==> config.mk <==
export PLATFORM = sky130hd
export DESIGN_NAME = chan_mux_arb
export DESIGN_NICKNAME = d
export VERILOG_FILES = /design/src/rtl/chan_mux_pkg.sv /design/src/rtl/chan_arb.sv /design/src/rtl/chan_mux_arb.sv
export SDC_FILE = /design/constraint.sdc
export NUM_CORES = 1
export LEC_CHECK = 0
export CORE_ASPECT_RATIO = 0.9
export CORE_MARGIN = 2
export CORE_UTILIZATION = 25
export CTS_BUF_LIST = sky130_fd_sc_hd__clkbuf_4
export CTS_CLUSTER_DIAMETER = 30
export DETAILED_ROUTE_END_ITERATION = 8
export PLACE_DENSITY = 0.63
export SYNTH_ARGS = -nofsm -noshare
export SYNTH_HDL_FRONTEND = slang
export SYNTH_HIERARCHICAL = 1
export SYNTH_SLANG_ARGS = --single-unit
==> constraint.sdc <==
create_clock -name clk -period 4.1 [get_ports clk]
set_input_delay 0.82 -clock clk [delete_from_list [all_inputs] [get_ports clk]]
set_output_delay 0.82 -clock clk [all_outputs]
set_load 0.005 [all_outputs]
==> src/rtl/chan_mux_pkg.sv <==
// Shared definitions for the channel multiplexer: arbitration mode encodings
// and the output-stage state type.
package chan_mux_pkg;

  localparam logic MODE_FIXED = 1'b0;
  localparam logic MODE_RR    = 1'b1;

  typedef enum logic {
    ST_EMPTY = 1'b0,
    ST_FULL  = 1'b1
  } out_state_e;

endpackage

==> src/rtl/chan_arb.sv <==
// Combinational channel arbiter: fixed priority (lowest index) or round-robin
// search starting at ptr, wrapping explicitly at N_CH.
module chan_arb
  import chan_mux_pkg::*;
#(
  parameter  int N_CH = 4,
  localparam int CH_W = $clog2(N_CH)
) (
  input  logic [N_CH-1:0] req,
  input  logic [CH_W-1:0] ptr,
  input  logic            mode,
  output logic [N_CH-1:0] gnt_onehot,
  output logic [CH_W-1:0] gnt_idx,
  output logic            gnt_any
);

  always_comb begin
    logic [CH_W:0]   w_sum;
    logic [CH_W-1:0] w_idx;
    gnt_onehot = '0;
    gnt_idx    = '0;
    gnt_any    = 1'b0;
    w_sum      = '0;
    w_idx      = '0;
    for (int k = 0; k < N_CH; k++) begin
      // ptr < N_CH and k < N_CH, so one subtraction is enough to wrap.
      w_sum = (CH_W+1)'(k);
      if (mode == MODE_RR) w_sum = {1'b0, ptr} + (CH_W+1)'(k);
      if (w_sum >= (CH_W+1)'(N_CH)) w_sum = w_sum - (CH_W+1)'(N_CH);
      w_idx = w_sum[CH_W-1:0];
      if (!gnt_any && req[w_idx]) begin
        gnt_any           = 1'b1;
        gnt_idx           = w_idx;
        gnt_onehot[w_idx] = 1'b1;
      end
    end
  end

endmodule

==> src/rtl/chan_mux_arb.sv <==
// N-channel valid/ready multiplexer with run-time selectable arbitration and a
// single-entry registered output stage sustaining one word per cycle.
module chan_mux_arb
  import chan_mux_pkg::*;
#(
  parameter  int N_CH  = 4,
  parameter  int WIDTH = 8,
  localparam int CH_W  = $clog2(N_CH)
) (
  input  logic                  clk,
  input  logic                  rst,
  input  logic                  mode,
  input  logic [N_CH-1:0]       in_valid,
  input  logic [N_CH*WIDTH-1:0] in_data,
  output logic [N_CH-1:0]       in_ready,
  output logic                  out_valid,
  output logic [WIDTH-1:0]      out_data,
  output logic [CH_W-1:0]       out_chan,
  input  logic                  out_ready
);

  // Handshake rule on every port: a word moves on a rising edge where valid
  // and ready are both high; valid never waits on ready.
  out_state_e        r_state;
  out_state_e        w_state_nxt;
  logic [CH_W-1:0]   r_rr_ptr;
  logic [WIDTH-1:0]  r_data;
  logic [CH_W-1:0]   r_chan;
  logic [N_CH-1:0]   w_gnt_onehot;
  logic [CH_W-1:0]   w_gnt_idx;
  logic              w_gnt_any;
  logic              w_can_load;
  logic              w_xfer;
  logic [WIDTH-1:0]  w_sel_data;

  chan_arb #(.N_CH(N_CH)) u_arb (
    .req        (in_valid),
    .ptr        (r_rr_ptr),
    .mode       (mode),
    .gnt_onehot (w_gnt_onehot),
    .gnt_idx    (w_gnt_idx),
    .gnt_any    (w_gnt_any)
  );

  assign w_can_load = (r_state == ST_EMPTY) || out_ready;
  assign w_xfer     = w_can_load && w_gnt_any;
  assign in_ready   = (rst || !w_can_load) ? '0 : w_gnt_onehot;
  assign w_sel_data = in_data[int'(w_gnt_idx)*WIDTH +: WIDTH];

  always_comb begin
    w_state_nxt = r_state;
    if (w_xfer)                              w_state_nxt = ST_FULL;
    else if (r_state == ST_FULL && out_ready) w_state_nxt = ST_EMPTY;
  end

  always_ff @(posedge clk or posedge rst) begin
    if (rst) r_state <= ST_EMPTY;
    else     r_state <= w_state_nxt;
  end

  // Data and channel tag only change on a load so a drained word stays visible.
  always_ff @(posedge clk or posedge rst) begin
    if (rst) begin
      r_data   <= '0;
      r_chan   <= '0;
      r_rr_ptr <= '0;
    end else if (w_xfer) begin
      r_data <= w_sel_data;
      r_chan <= w_gnt_idx;
      if (mode == MODE_RR)
        r_rr_ptr <= (w_gnt_idx == CH_W'(N_CH-1)) ? '0 : w_gnt_idx + 1'b1;
    end
  end

  assign out_valid = (r_state == ST_FULL);
  assign out_data  = r_data;
  assign out_chan  = r_chan;

endmodule

== Word level (Yosys, flattened, before mapping) ==
Cells that the tools add are included.

* Bits in writable memories: 0
* Memories kept: 0
* Latch bits: 0
* Input bits: 40
* Bits in read-only memories: 0
* Output and inout bits: 15
* Register bits: 13

* Divide/modulo/power cells: 0
* Order comparisons: 12
* Mux-type cells: 40
* Reductions and logical operators: 17
* $add $sub $neg: 8
* Bitwise gates (word level): 4
* Equal/unequal tests: 1
* Multiply operators: 0
* Shifts and indexed selects: 1

{| class="wikitable"
|+ Operator list
! operator !! count
|-
| $shiftx 32x6->8 || 1
|-
| $mux 2 || 10
|-
| $mux 4 || 5
|-
| $mux 1 || 14
|-
| $ge 3x3->1 const B || 4
|-
| $lt 2x3->1 const B || 4
|-
| $or 4x4->4 || 3
|-
| $logic_and 1x1->1 || 9
|-
| $mux 3 || 3
|-
| $bmux 1 s2 || 4
|-
| $demux 1 s2 || 4
|-
| $ge 2x1->1 const B || 4
|-
| $sub 2x1->2 const B || 4
|-
| $add 2x2->3 const B || 2
|-
| $logic_not 1->1 || 4
|-
| $add 2x1->3 const B || 1
|-
| $add 2x1->2 const B || 1
|-
| $eq 2x2->1 const B || 1
|-
| $logic_or 1x1->1 || 2
|-
| $reduce_and 2->1 || 1
|-
| $reduce_bool 2->1 || 1
|-
| $not 1->1 || 1
|}

== Depth between registers and ports, before layout ==
* Depth after elaboration: 17
* Gate-level depth with buffers: 9
* Mapped depth without buffers: 8

== Hierarchy ==
The synthesis kept the hierarchy.

{| class="wikitable"
|+ By module, submodules not included
! module !! cells each !! area each (um^2) !! instances !! sequential area each (um^2)
|-
| chan_mux_arb || 46 || 724.4 || 1 || 325.3
|-
| chan_arb || 60 || 429.2 || 1 || 0.0
|}

== Worst setup path before layout ==
OpenSTA, ideal clock, no wires.

* Kind: in2reg
* From: in mode
* To: reg r_data[0], in the netlist out_data[0]
* Buffers on the path: 2
* Required time: 3.975 ns
* Arrival time: 2.837 ns
* Setup time: 0.125 ns
* Setup slack: 1.139 ns
* Cell stages on the path: 9
* Cell sequence: buf_6 > nand2_4 > mux2i_2 > mux2i_2 > o31a_1 > o21ai_1 > clkbuf_1 > mux4_2 > mux2_2

* Word-level cells in the longest chain between the ends: 16
* Elaborated cells between the ends (all ways): 40
* Those cells by class: add/sub: 4; order compare: 4; shift: 1; mux: 24; reduce/logical: 7

{| class="wikitable"
|+ RTL lines
! what !! line !! source
|-
| from (decl) || chan_mux_arb.sv:12 || <nowiki>input logic mode,</nowiki>
|-
| $mux 2 || chan_arb.sv:28 || <nowiki>if (mode == MODE_RR) w_sum = {1'b0, ptr} + (CH_W+1)'(k);</nowiki>
|-
| $ge 3x3->1 or $sub 2x1->2 (tied branches) || chan_arb.sv:29 || <nowiki>if (w_sum >= (CH_W+1)'(N_CH)) w_sum = w_sum - (CH_W+1)'(N_CH);</nowiki>
|-
| $mux 2 || chan_arb.sv:29 ||
|-
| $bmux 1 s2 || chan_arb.sv:31 || <nowiki>if (!gnt_any && req[w_idx]) begin</nowiki>
|-
| $mux 1 (not written as such) || chan_arb.sv:31 ||
|-
| $mux 1 || chan_arb.sv:31 ||
|-
| $logic_not 1->1 || chan_arb.sv:31 ||
|-
| $logic_and 1x1->1 || chan_arb.sv:31 ||
|-
| $mux 1 || chan_arb.sv:31 ||
|-
| $logic_not 1->1 || chan_arb.sv:31 ||
|-
| $logic_and 1x1->1 || chan_arb.sv:31 ||
|-
| $mux 1 || chan_arb.sv:31 ||
|-
| $logic_not 1->1 || chan_arb.sv:31 ||
|-
| $logic_and 1x1->1 || chan_arb.sv:31 ||
|-
| $mux 2 * || chan_arb.sv:31 ||
|-
| via w_gnt_idx[1] || chan_mux_arb.sv:30 || <nowiki>logic [CH_W-1:0] w_gnt_idx;</nowiki>
|-
| $shiftx 32x6->8 * || chan_mux_arb.sv:48 || <nowiki>assign w_sel_data = in_data[int'(w_gnt_idx)*WIDTH +: WIDTH];</nowiki>
|-
| to (signal assigned) || chan_mux_arb.sv:68 || <nowiki>r_data <= w_sel_data;</nowiki>
|-
| to (decl) || chan_mux_arb.sv:27 || <nowiki>logic [WIDTH-1:0] r_data;</nowiki>
|}

Mark *: on every way through the listed nets, which the timed path passes. The rest lies on a longest branch. The select of a mux whose other input is x is not followed.
A chain may end at the register's enable or synchronous reset.

== Final worst setup path ==
* From: in mode
* To: out in_ready[3]

* Word-level cells in the longest chain between the ends: 16
* Elaborated cells between the ends (all ways): 61
* Those cells by class: add/sub: 4; order compare: 12; mux: 32; bitwise: 3; reduce/logical: 10

{| class="wikitable"
|+ RTL lines
! what !! line !! source
|-
| parallel branches: the longest is 14 deep, another holds $ge 3x3->1 || -- ||
|-
| $mux 4 * || chan_arb.sv:31 ||
|-
| via w_gnt_onehot[3] || chan_mux_arb.sv:29 || <nowiki>logic [N_CH-1:0] w_gnt_onehot;</nowiki>
|-
| $mux 4 * || chan_mux_arb.sv:47 || <nowiki>assign in_ready = (rst || !w_can_load) ? '0 : w_gnt_onehot;</nowiki>
|-
| to (decl) || chan_mux_arb.sv:15 || <nowiki>output logic [N_CH-1:0] in_ready,</nowiki>
|}

Mark *: on every way through the listed nets, which the timed path passes. The select of a mux whose other input is x is not followed.

==> flow_summary.yaml <==
synth:
  syn_area_per_cell_um2: 10.9
  syn_area_um2: 1150
  synth_xor_area_share_pct: 0.759
  async_flop_share_pct: 100
  synth_fp_nets: 147
  synth-edff-count: 0
  synth_flop_cell: "dfrtp_1"
  syn_inst: 106
  synth_compound_area_share_pct: 13.3
  muxShareOfSynthArea_pct: 34.8
  yosys.area_share.simple_pct: 16.3
  synth_top_family_by_area: "multiplexers"
  synth-adder-area-share_pct: 1.08
  yosysSeqAreaShare_pct: 28.2
  yosysUniqueCellTypes: 41
  ys_ff_latch: 13
  yosys_warnings: 6
placed_design:
  io_buffers: 54
  hpwlAfterDp_um: 2410
  place_congestion: 0.835
  dpl-instance-area_um2: 1750
  dp_cells: 220
critical_path:
  worst-setup-path-type: "input pin to primary output"
  reg2reg_slack_ns: 1.24
  rr_startpoint: "r_rr_ptr[0]$_DFFE_PP0P_"
  r2r_cells: 8
  arrival_ns: 3.08
  critical_path.top_delay_family: "buffers and inverters"
  path_buf_inv: 2
  critPathSlowestCell: "clkdlybuf4s50_1"
  cp_cell_sequence: "clkdlybuf4s50_1, nand2_4, mux2i_2, mux2_4, o31ai_1, a32o_1, and3_1, clkdlybuf4s50_1"
  critical_path.most_common_cell: "clkdlybuf4s50_1"
  endpoint_kind: "primary output"
  required_ns: 3.28
  crit_path_max_fanout: 9
  r2r_end: "out_data[4]$_DFFE_PP0P_"
  max_stage_delay_ns: 0.52
  crit_path_start_kind: "input pin"
route:
  wl_per_cell_um: 13.6
  drcViolationCount: 0
  ant_nets: 0
  drt-initial-drc-count: 106
  vias_per_cell: 4.91
  drt-pass1-iter-count: 4
  vias: 1100
  drt-total-wl_um: 3040
final_layout:
  fin_area_um2: 1780
  final_cell_count_no_fill: 224
  seq_area_um2: 325
  areaGrowthSynthToFinish_pct: 54.2
  fillCellCount: 443
  multi_input_area_um2: 764
  drive_above_1_share_pct: 24.1
  fin_nets: 204
  n_antenna_cell: 0
timing:
  tns_ns: 0
  slew_headroom_pct: 67.6
  rsz0062_at_grt: "no"
  period_needed_ns: 3.90
  worstMarginPinSlew_ns: 0.486
  max_freq_ghz: 0.256
  hold_violations: 0
  skew_ns: 0.00210
  min_period_over_period_pct: 95.2
  finalSetupViolCount: 0
  hold_ws_ns: 0.507
  maxSlewViolCount: 0
clock_tree:
  post_cts_resized: 0
  holdBufCountCts: 0
  cts_setup_buffers: 0
  clock_latency_ns: 0.26
  numCtsBuffers: 3
  clock_tree.buffer_depth: 2
  cts_num_sinks: 13
  clk_pin_slew_ns: 0.08
  cts-htree-levels: 1
  cts_tree: "built"
  root_buffer: "clkbuf_4"
grt:
  grt_antenna_before_repair: 0
  grt_overflow_total: 0
  grt_pass1_vias: 1222
  gr-usage-all-layers_pct: 13.2
  grt_max_degree: 18
  grt_pass1_wl_um: 5380
floorplan:
  initial_core_util_pct: 25.9
  die_w_um: 75.6
  die_h_um: 68.4
  die-area_um2: 5170
  rows: 23
  core_area_um2: 4460
  ios: 55
hold_path:
  min_to: "out_data[5]$_DFFE_PP0P_"
  min-delay-start: "out_data[5]$_DFFE_PP0P_"
  hold_class: "register to register"
  hold_path_depth: 1
power_and_ir_drop:
  leakage_nw: 0.704
  vdd_drop_max_mv: 0.229
  cellPowerDensity_nw_per_um2: 536
outcome:
  status: "completed"
flow_run:
  drv_cap: 0
==> synth_stat cells (all sizes together) (3+ instances only) <==
| library cell | n | area (um2) |
|---|---|---|
| dfrtp | 13 | 325 |
| mux2 | 13 | 150 |
| nand2 | 12 | 57.6 |
| mux4 | 8 | 180 |
| mux2i | 6 | 71.3 |
| o21ai | 6 | 33.8 |
| nor2 | 5 | 18.8 |
| and3 | 4 | 25.0 |
| buf | 4 | 45.0 |
| o31ai | 4 | 30.0 |
| inv | 3 | 11.3 |
==> flip-flops by register name, summed over array words and instances (netlist names) <==
name       cells
out_valid      1
r_rr_ptr       2
out_chan       2
out_data       8
==> worst register-to-register path: stages (launching register included) <==
cell	delay [ns]
dfrtp_1	0.65
nand2_4	0.18
mux2i_2	0.24
mux2i_2	0.35
a21oi_1	0.09
o22ai_1	0.19
buf_4	0.25
mux4_2	0.53
mux2_2	0.27
==> metal layers <==
| metal | part of all wire [%] | vias to the layer above | GRT usage [%] |
|---|---|---|---|
| li1 | - | 518 | - |
| met1 | 42 | 508 | 16.7 |
| met2 | 47 | 70 | 22.4 |
| met3 | 10 | 4 | 3.68 |
| met4 | 0.69 | 0 | 2.63 |
| met5 | 0 | - | 0 |
==> per-stage QoR <==
stage	util (%)	worst slack (ns)	power (W)
6_report	39.9	0.196	0.000954
5_1_grt	39.9	0.0546	0.00103
3_3_place_gp	39.2	0.239	0.000866
3_5_place_dp	39.2	0.228	0.000876
2_1_floorplan	-	1.14	0.000673
4_1_cts	39.9	0.226	0.000965
==> report_power, final <==
part | switching, W | internal, W | leakage (nW)
Sequential | 0.0000625 | 0.000189 | 0.151
Combinational | 0.000244 | 0.000375 | 0.535
Clock | 0.0000390 | 0.0000442 | 0.0184
==> cell type report <==
type | instances | share of cell area [%]
multi-input combinational | 84 | 43.0
sequential | 13 | 18.3
clock buffer | 4 | 1.69
tap | 62 | 4.36
inverter | 3 | 0.633
timing repair buffer | 58 | 32.1
==> logic make-up (layout without fill, tap and decap cells) <==
logic type | after synthesis | after routing
AND/OR/NAND/NOR | 34 | 34
AO/OA/AOI/OAI | 21 | 21
multiplexers | 27 | 27
flip-flops | 13 | 13
XOR/XNOR | 1 | 1
adder cells (fa/ha/maj) | 1 | 1
buffers and inverters | 9 | 65
==> cell usage in the layout (no fill, tap or decap), types with 2 or more instances in the layout <==
| cell | n |
|---|---|
| clkdlybuf4s50_1 | 54 |
| dfrtp_1 | 13 |
| mux2_2 | 12 |
| nand2_1 | 9 |
| mux4_2 | 8 |
| nor2_1 | 5 |
| and3_1 | 4 |
| clkbuf_4 | 4 |
| buf_4 | 4 |
| o31ai_1 | 4 |
| o21ai_0 | 4 |
| mux2i_1 | 3 |
| mux2i_2 | 3 |
| nand2b_1 | 2 |
| nand3_1 | 2 |
| nand2_2 | 2 |
| inv_1 | 2 |
| a22oi_1 | 2 |
| a21oi_1 | 2 |
==> worst max-delay path by stage <==
| stage | from | to | slack (ns) | cells after the start |
|---|---|---|---|---|
| 6_report | mode | in_ready[3] | 0.20 | 8 |
| 5_1_grt | mode | in_ready[1] | 0.05 | 9 |
| 4_1_cts | mode | in_ready[3] | 0.23 | 8 |
| 3_5_place_dp | mode | in_ready[1] | 0.23 | 9 |
| 3_3_place_gp | mode | in_ready[3] | 0.24 | 8 |
| 2_1_floorplan | mode | out_data[0]$_DFFE_PP0P_ | 1.14 | 9 |
No activity file was read; power rests on OpenSTA's default activity.
